## src/rtl/axi4lite_arbiter_pkg.sv

```systemverilog
// Shared AXI4-Lite bus configuration: widths and response codes.
package axi4lite_arbiter_pkg;

    localparam int AXI_ADDR_WIDTH = 32;
    localparam int AXI_DATA_WIDTH = 32;
    localparam int AXI_MASK_WIDTH = AXI_DATA_WIDTH / 8;
    localparam int AXI_RESP_WIDTH = 2;

    localparam logic [AXI_RESP_WIDTH-1:0] RESP_OKAY   = 2'd0;
    localparam logic [AXI_RESP_WIDTH-1:0] RESP_SLVERR = 2'd2;
    localparam logic [AXI_RESP_WIDTH-1:0] RESP_DECERR = 2'd3;

endpackage

```

## src/rtl/axi4lite_rr_picker.sv

```systemverilog
// Two-way round-robin pick: on a tie, the requester that was not served last wins.
module axi4lite_rr_picker (
    input  logic [1:0] req,
    input  logic       last,
    output logic       valid,
    output logic       winner
);

    // Purely combinational so the caller decides when the pick is registered.
    always_comb begin
        valid  = |req;
        winner = (req[0] & req[1]) ? ~last : req[1];
    end

endmodule

```

## src/rtl/axi4lite_arbiter.sv

```systemverilog
// Shares one AXI4-Lite master port between instruction fetch (S0) and
// load/store (S1). One whole transaction (AR+R or AW+W+B) per grant, with a
// registered round-robin grant and at least one idle cycle between grants.
module axi4lite_arbiter
    import axi4lite_arbiter_pkg::*;
#(
    parameter int ADDR_WIDTH = AXI_ADDR_WIDTH,
    parameter int DATA_WIDTH = AXI_DATA_WIDTH,
    parameter int MASK_WIDTH = AXI_MASK_WIDTH,
    parameter int RESP_WIDTH = AXI_RESP_WIDTH
) (
    input  logic                  iClock,
    input  logic                  iReset,

    output logic                  pM_ar_valid,
    input  logic                  pM_ar_ready,
    output logic [ADDR_WIDTH-1:0] pM_ar_bits_addr,
    input  logic                  pM_r_valid,
    output logic                  pM_r_ready,
    input  logic [DATA_WIDTH-1:0] pM_r_bits_data,
    input  logic [RESP_WIDTH-1:0] pM_r_bits_resp,
    output logic                  pM_aw_valid,
    input  logic                  pM_aw_ready,
    output logic [ADDR_WIDTH-1:0] pM_aw_bits_addr,
    output logic                  pM_w_valid,
    input  logic                  pM_w_ready,
    output logic [DATA_WIDTH-1:0] pM_w_bits_data,
    output logic [MASK_WIDTH-1:0] pM_w_bits_strb,
    input  logic                  pM_b_valid,
    output logic                  pM_b_ready,
    input  logic [RESP_WIDTH-1:0] pM_b_bits_resp,

    input  logic                  pS0_ar_valid,
    output logic                  pS0_ar_ready,
    input  logic [ADDR_WIDTH-1:0] pS0_ar_bits_addr,
    output logic                  pS0_r_valid,
    input  logic                  pS0_r_ready,
    output logic [DATA_WIDTH-1:0] pS0_r_bits_data,
    output logic [RESP_WIDTH-1:0] pS0_r_bits_resp,
    input  logic                  pS0_aw_valid,
    output logic                  pS0_aw_ready,
    input  logic [ADDR_WIDTH-1:0] pS0_aw_bits_addr,
    input  logic                  pS0_w_valid,
    output logic                  pS0_w_ready,
    input  logic [DATA_WIDTH-1:0] pS0_w_bits_data,
    input  logic [MASK_WIDTH-1:0] pS0_w_bits_strb,
    output logic                  pS0_b_valid,
    input  logic                  pS0_b_ready,
    output logic [RESP_WIDTH-1:0] pS0_b_bits_resp,

    input  logic                  pS1_ar_valid,
    output logic                  pS1_ar_ready,
    input  logic [ADDR_WIDTH-1:0] pS1_ar_bits_addr,
    output logic                  pS1_r_valid,
    input  logic                  pS1_r_ready,
    output logic [DATA_WIDTH-1:0] pS1_r_bits_data,
    output logic [RESP_WIDTH-1:0] pS1_r_bits_resp,
    input  logic                  pS1_aw_valid,
    output logic                  pS1_aw_ready,
    input  logic [ADDR_WIDTH-1:0] pS1_aw_bits_addr,
    input  logic                  pS1_w_valid,
    output logic                  pS1_w_ready,
    input  logic [DATA_WIDTH-1:0] pS1_w_bits_data,
    input  logic [MASK_WIDTH-1:0] pS1_w_bits_strb,
    output logic                  pS1_b_valid,
    input  logic                  pS1_b_ready,
    output logic [RESP_WIDTH-1:0] pS1_b_bits_resp,

    output logic [1:0]            oGrant,
    output logic                  oBusy
);

    typedef enum logic [1:0] {
        STATE_IDLE = 2'd0,
        STATE_RD   = 2'd1,
        STATE_WR   = 2'd2
    } state_t;

    state_t state, state_next;
    logic   r_owner, r_last;
    logic   r_ar_done, r_aw_done, r_w_done;

    logic   pick_valid, pick_winner;
    logic   ar_hs, r_hs, aw_hs, w_hs, b_hs;

    // Owner-side view of the requester signals.
    logic                  own_ar_valid, own_r_ready, own_aw_valid, own_w_valid, own_b_ready;
    logic [ADDR_WIDTH-1:0] own_ar_addr, own_aw_addr;
    logic [DATA_WIDTH-1:0] own_w_data;
    logic [MASK_WIDTH-1:0] own_w_strb;

    axi4lite_rr_picker u_picker (
        .req    ({pS1_ar_valid | pS1_aw_valid, pS0_ar_valid | pS0_aw_valid}),
        .last   (r_last),
        .valid  (pick_valid),
        .winner (pick_winner)
    );

    // Select the current owner's request-side signals.
    always_comb begin
        own_ar_valid = r_owner ? pS1_ar_valid     : pS0_ar_valid;
        own_ar_addr  = r_owner ? pS1_ar_bits_addr : pS0_ar_bits_addr;
        own_r_ready  = r_owner ? pS1_r_ready      : pS0_r_ready;
        own_aw_valid = r_owner ? pS1_aw_valid     : pS0_aw_valid;
        own_aw_addr  = r_owner ? pS1_aw_bits_addr : pS0_aw_bits_addr;
        own_w_valid  = r_owner ? pS1_w_valid      : pS0_w_valid;
        own_w_data   = r_owner ? pS1_w_bits_data  : pS0_w_bits_data;
        own_w_strb   = r_owner ? pS1_w_bits_strb  : pS0_w_bits_strb;
        own_b_ready  = r_owner ? pS1_b_ready      : pS0_b_ready;
    end

    // Downstream handshakes; pM valids/readies are already state-qualified.
    always_comb begin
        ar_hs = pM_ar_valid & pM_ar_ready;
        r_hs  = pM_r_valid  & pM_r_ready;
        aw_hs = pM_aw_valid & pM_aw_ready;
        w_hs  = pM_w_valid  & pM_w_ready;
        b_hs  = pM_b_valid  & pM_b_ready;
    end

    // State register.
    always_ff @(posedge iClock) begin
        if (!iReset) state <= STATE_IDLE;
        else         state <= state_next;
    end

    // Next state: a write wins over a read within the picked requester;
    // the closing response returns to IDLE, even if B arrives early.
    always_comb begin
        state_next = state;
        case (state)
            STATE_IDLE: begin
                if (pick_valid)
                    state_next = (pick_winner ? pS1_aw_valid : pS0_aw_valid) ? STATE_WR : STATE_RD;
            end
            STATE_RD: if (r_hs) state_next = STATE_IDLE;
            STATE_WR: if (b_hs) state_next = STATE_IDLE;
            default:  state_next = STATE_IDLE;
        endcase
    end

    // Owner, round-robin history and per-phase completion flags.
    always_ff @(posedge iClock) begin
        if (!iReset) begin
            r_owner   <= 1'b0;
            r_last    <= 1'b1;
            r_ar_done <= 1'b0;
            r_aw_done <= 1'b0;
            r_w_done  <= 1'b0;
        end else begin
            case (state)
                STATE_IDLE: begin
                    if (pick_valid) r_owner <= pick_winner;
                    r_ar_done <= 1'b0;
                    r_aw_done <= 1'b0;
                    r_w_done  <= 1'b0;
                end
                STATE_RD: begin
                    if (r_hs) begin
                        r_last    <= r_owner;
                        r_ar_done <= 1'b0;
                    end else if (ar_hs) begin
                        r_ar_done <= 1'b1;
                    end
                end
                STATE_WR: begin
                    if (b_hs) begin
                        r_last    <= r_owner;
                        r_aw_done <= 1'b0;
                        r_w_done  <= 1'b0;
                    end else begin
                        if (aw_hs) r_aw_done <= 1'b1;
                        if (w_hs)  r_w_done  <= 1'b1;
                    end
                end
                default: begin
                    r_ar_done <= 1'b0;
                    r_aw_done <= 1'b0;
                    r_w_done  <= 1'b0;
                end
            endcase
        end
    end

    // Route channels for the active transaction; everything else stays zero,
    // including while reset is held.
    always_comb begin
        pM_ar_valid     = 1'b0;
        pM_ar_bits_addr = '0;
        pM_r_ready      = 1'b0;
        pM_aw_valid     = 1'b0;
        pM_aw_bits_addr = '0;
        pM_w_valid      = 1'b0;
        pM_w_bits_data  = '0;
        pM_w_bits_strb  = '0;
        pM_b_ready      = 1'b0;

        pS0_ar_ready    = 1'b0;
        pS0_r_valid     = 1'b0;
        pS0_r_bits_data = '0;
        pS0_r_bits_resp = RESP_OKAY;
        pS0_aw_ready    = 1'b0;
        pS0_w_ready     = 1'b0;
        pS0_b_valid     = 1'b0;
        pS0_b_bits_resp = RESP_OKAY;

        pS1_ar_ready    = 1'b0;
        pS1_r_valid     = 1'b0;
        pS1_r_bits_data = '0;
        pS1_r_bits_resp = RESP_OKAY;
        pS1_aw_ready    = 1'b0;
        pS1_w_ready     = 1'b0;
        pS1_b_valid     = 1'b0;
        pS1_b_bits_resp = RESP_OKAY;

        oGrant = 2'b00;
        oBusy  = 1'b0;

        if (iReset) begin
            case (state)
                STATE_RD: begin
                    oBusy           = 1'b1;
                    oGrant          = r_owner ? 2'b10 : 2'b01;
                    pM_ar_valid     = own_ar_valid & ~r_ar_done;
                    pM_ar_bits_addr = own_ar_addr;
                    pM_r_ready      = own_r_ready;
                    if (r_owner) begin
                        pS1_ar_ready    = pM_ar_ready & ~r_ar_done;
                        pS1_r_valid     = pM_r_valid;
                        pS1_r_bits_data = pM_r_bits_data;
                        pS1_r_bits_resp = pM_r_bits_resp;
                    end else begin
                        pS0_ar_ready    = pM_ar_ready & ~r_ar_done;
                        pS0_r_valid     = pM_r_valid;
                        pS0_r_bits_data = pM_r_bits_data;
                        pS0_r_bits_resp = pM_r_bits_resp;
                    end
                end
                STATE_WR: begin
                    oBusy           = 1'b1;
                    oGrant          = r_owner ? 2'b10 : 2'b01;
                    pM_aw_valid     = own_aw_valid & ~r_aw_done;
                    pM_aw_bits_addr = own_aw_addr;
                    pM_w_valid      = own_w_valid & ~r_w_done;
                    pM_w_bits_data  = own_w_data;
                    pM_w_bits_strb  = own_w_strb;
                    pM_b_ready      = own_b_ready;
                    if (r_owner) begin
                        pS1_aw_ready    = pM_aw_ready & ~r_aw_done;
                        pS1_w_ready     = pM_w_ready & ~r_w_done;
                        pS1_b_valid     = pM_b_valid;
                        pS1_b_bits_resp = pM_b_bits_resp;
                    end else begin
                        pS0_aw_ready    = pM_aw_ready & ~r_aw_done;
                        pS0_w_ready     = pM_w_ready & ~r_w_done;
                        pS0_b_valid     = pM_b_valid;
                        pS0_b_bits_resp = pM_b_bits_resp;
                    end
                end
                default: ;
            endcase
        end
    end

endmodule

```

## config.mk

```make
export PLATFORM = sky130hd
export DESIGN_NAME = axi4lite_arbiter
export DESIGN_NICKNAME = d
export VERILOG_FILES = /design/src/rtl/axi4lite_arbiter_pkg.sv /design/src/rtl/axi4lite_rr_picker.sv /design/src/rtl/axi4lite_arbiter.sv
export SDC_FILE = /design/constraint.sdc
export NUM_CORES = 1
export LEC_CHECK = 0
export BUFFER_PORTS_ARGS = -buffer_cell sky130_fd_sc_hd__buf_2
export CAP_MARGIN = 20
export CORE_AREA = 2 2 174 176
export CTS_CLUSTER_DIAMETER = 200
export DETAILED_ROUTE_END_ITERATION = 6
export DIE_AREA = 0 0 176 178
export GPL_TIMING_DRIVEN = 1
export PLACE_DENSITY_LB_ADDON = 0.08
export SLEW_MARGIN = 0
export SYNTH_ARGS = -nofsm -noshare
export SYNTH_HDL_FRONTEND = slang
export SYNTH_HIERARCHICAL = 1
export SYNTH_SLANG_ARGS = --single-unit
```

## constraint.sdc

```tcl
create_clock -name iClock -period 1.5 [get_ports iClock]
set_input_delay 0.075 -clock iClock [delete_from_list [all_inputs] [get_ports iClock]]
set_output_delay 0.075 -clock iClock [all_outputs]
set_load 0.01 [all_outputs]
```

==> impl_results.md <==
- Mapped cell area: 2600 um2
- Switching portion of total power: 42.0%
- Initial antenna violation count: 5
- DIE HEIGHT: 178 um
- Via count: 4440
- Latest clock arrival within the worst-skew pair: 0.23 ns
- Post-synth EDFFs: 0
- Clock buffer count from CTS: 3
- Largest net degree at the start of global routing: 37
- Max VDD drop: 333 uV
- Via/cell ratio: 3.54
- Nets@finish: 1120
- Antenna-violating nets left: 0
- Share of layout cells above drive strength 1: 64.8%
- Avg WL per Cell: 15.2 um
- FF-to-FF End: r_w_done$_SDFFE_PN0P_
- Worst Tran Pin Value: 0.315 ns
- PnR worst setup slack: -0.0777 ns
- 1st-iter DRT viols: 104
- Met2 capacity usage during global routing: 22.2%
- Required time of the critical path: 1.42 ns
- Hold slack final: 0.125 ns
- Drt pass-1 iters: 4
- Synth cell types: 30
- Setup_tns: -2.91 ns
- First-pass GRT wire length: 25300 um
- Synthesis Warnings: 6
- Syn Area/Cell: 6.69 um2
- Placer Congestion: 0.731
- DP Worst Slack: -0.103 ns
- Global route hottest layer: met2
- Slew Viols, Final: 0
- Initial core utilization: 8.85%
- Worst R2R Start: r_owner$_SDFFE_PN0P_
- Final core utilization: 21.6%
- Worst-path maximum fanout: 8
- Row cnt: 63
- Worst path cell trace: buf_16 > buf_12 > mux2i_2 > buf_4 > nor2_1 > buf_2
- Data arrival, critical path: 1.50 ns
- DRC Markers: 0
- Switch Pwr: 1670 uW
- Crit-path slowest cell: dfxtp_4
- WS Path Type: reg2out
- Leakage power: 0.00342 uW
- Clock skew: 0.00148 ns
- Crit path max-delay family: buffers and inverters
- Flip-flop and latch count after synthesis: 7
- Fmax: 634 MHz
- Status: finished with violations
- Final hold vios: 0
- Floorplan core area: 29400 um2
- Clk pwr share: 11.7%
- GRT Overall Usage: 10.5%
- Seq pwr share: 6.8%
- Area Growth Syn to Fin: 144%
- Post-CTS Hold Buffers: 0
- Final setup viols: 121
- Sequential-to-total area share from yosys stat: 5.39%
- Met3 Use GR: 3.11%
- GR Overflow Total: 0
- Failing checks: setup timing
- Power Dens Cells: 629 nW/um2
- CP bufs+invs: 4
- Tmin final: 1.58 ns
- Reg2reg setup slack: -0.02 ns
- CP startpoint kind: register
- Non-Filler Instances: 1253
- HPWL Detailed: 15300 um
- Hold-critical path endpoint: r_aw_done$_SDFFE_PN0P_
- Number of global-route vias before repair: 4345
- Combinational share of power: 81.4%
- Hold path start: pM_aw_ready
- Internal power: 2310 uW
- FFs w/ async S/R, synth: 0%
- Area share of the largest cell type after synthesis: 40.4%
- H-tree depth: 1
- Syn Nets: 647
- CTS max path bufs: 2
- Hold Path Class: in2reg
- RSZ-0062 raised after global routing: true
- Max_cap viols: 0
- Ports: 443
- Max_slew headroom: 78.7%
- Port bufs: 442
- Syn Inst Count: 389
- Synth area leaders: mux2i_1 (40%), and2_1 (19%), nor2_1 (16%), dfxtp_1 (5.4%), clkbuf_1 (2.6%)
- Worst path depth: 6
- CTS sink cnt: 7
- CP max stage delay: 0.42 ns
- Cell taking the most area after synthesis: mux2i_1
- Predominant post-synthesis flop cell: dfxtp_1
- WHS Path Cells: 3
- Crit. End Element: output pin
- Clk root buf: clkbuf_16
- Die W: 176 um
- Period utilisation layout: 105%
- Die area: 31300 um2
- Placed Cells: 1220
- Met1 usage: 10.4%
- Clock transition at path regs: 0.04 ns
- Final WL: 19100 um
- R2R cell count: 8
- CTS tree: yes
==> per-stage QoR <==
step / total power, uW / cell area (um2)
floorplan: 1620 / 2600
global placement: 2960 / 5560
detailed placement: 2910 / 5560
CTS: 3870 / 6040
global route: 4300 / 6340
finish: 3990 / 6340
==> worst max path at each step <==
stage | slack [ns] | to | start
finish | -0.08 | pM_aw_bits_addr[24] | r_owner$_SDFFE_PN0P_
global route | -0.13 | r_w_done$_SDFFE_PN0P_ | r_owner$_SDFFE_PN0P_
CTS | -0.11 | pS0_r_bits_data[23] | state[1]$_SDFFE_PN0P_
detailed placement | -0.10 | r_aw_done$_SDFFE_PN0P_ | r_owner$_SDFFE_PN0P_
global placement | -0.08 | r_w_done$_SDFFE_PN0P_ | r_owner$_SDFFE_PN0P_
floorplan | 0.01 | pM_aw_bits_addr[21] | state[0]$_SDFFE_PN0P_
==> worst register-to-register path: stages, from the launching register on <==
cell	delay, ns
dfxtp_4	0.42
buf_16	0.15
buf_4	0.12
buf_4	0.10
mux2i_2	0.22
nor3_2	0.06
buf_4	0.13
a31oi_1	0.16
nor2_1	0.05
==> power by group through the flow <==
stage | Sequential [uW] | Combinational, uW | Clock, uW
6_report | 273 | 3250 | 467
5_1_grt | 278 | 3540 | 490
3_3_place_gp | 269 | 2690 | 0
2_1_floorplan | 236 | 1380 | 0
3_5_place_dp | 270 | 2640 | 0
4_1_cts | 277 | 3110 | 476
==> repair_timing <==
item	in CTS	in global routing
buffers inserted	12	12
gates resized for setup	47	56
hold endpoints to repair	0	0
pin swaps	5	13
endpoints found under the setup margin	185	193
cloned	4	4
==> registers in the layout (all words and copies together), names as in the netlist <==
register and count:
state 2, r_w_done 1, r_ar_done 1, r_aw_done 1, r_last 1, r_owner 1
==> metal layers <==
layer | wire [um] | up-vias
li1 | - | 2239
met1 | 6630 | 1951
met2 | 10800 | 234
met3 | 1520 | 12
met4 | 91 | 4
met5 | 33 | -
==> cell families after synthesis <==
| kind of cell | Yosys count | share of synthesized area [%] |
|---|---|---|
| DFF | 7 | 5.39 |
| muxes | 106 | 40.8 |
| buffers and inverters | 36 | 5.92 |
| and+or+nand+nor | 222 | 41.9 |
| adders and majority gates | 5 | 2.41 |
| AOI/OAI and AO/OA | 13 | 3.56 |
==> cells in the mapped netlist, types with 3 or more instances <==
| master | number |
|---|---|
| nand3_1 | 6 |
| buf_2 | 12 |
| ha_1 | 5 |
| mux2i_1 | 105 |
| nand2_1 | 9 |
| and2_1 | 77 |
| clkbuf_1 | 18 |
| nand2b_1 | 3 |
| dfxtp_1 | 7 |
| nor3_1 | 6 |
| and3_1 | 3 |
| inv_1 | 4 |
| nor2_1 | 108 |
==> placed cells by master, fill, tap and decap left out, types with 2 or more instances in the layout <==
cell type	netlist	layout
buf_2	12	432
nor2_1	108	95
mux2i_1	105	93
and2_1	77	72
buf_4	1	25
buf_6	0	19
buf_12	0	14
nor2_2	0	11
mux2i_2	0	9
nand2_1	9	6
nand3_1	6	6
clkbuf_16	0	6
and2_4	0	5
nor3_2	0	4
buf_8	0	4
dfxtp_1	7	4
mux2i_4	0	3
nand2b_1	3	3
ha_4	0	3
buf_16	0	3
diode_2	0	2
nand2_4	0	2
nor2_4	0	2
and3_1	3	2
nor2b_1	2	2
or2_2	2	2
and3b_1	2	2
o21a_1	2	2
or2_1	2	2
a21boi_0	2	2
inv_1	4	2
a31oi_1	2	2
ha_2	0	2
dfxtp_4	0	2
==> cell type report <==
class,instances,area [um2]
diodes,2,5.00
clock buffers,4,78.8
fillers,3361,23100
inverters,4,17.5
multi-input cells,346,2540
flip-flops and latches,7,149
well taps,390,488
repair buffers,500,3060
(Power assumes the default switching activity.)
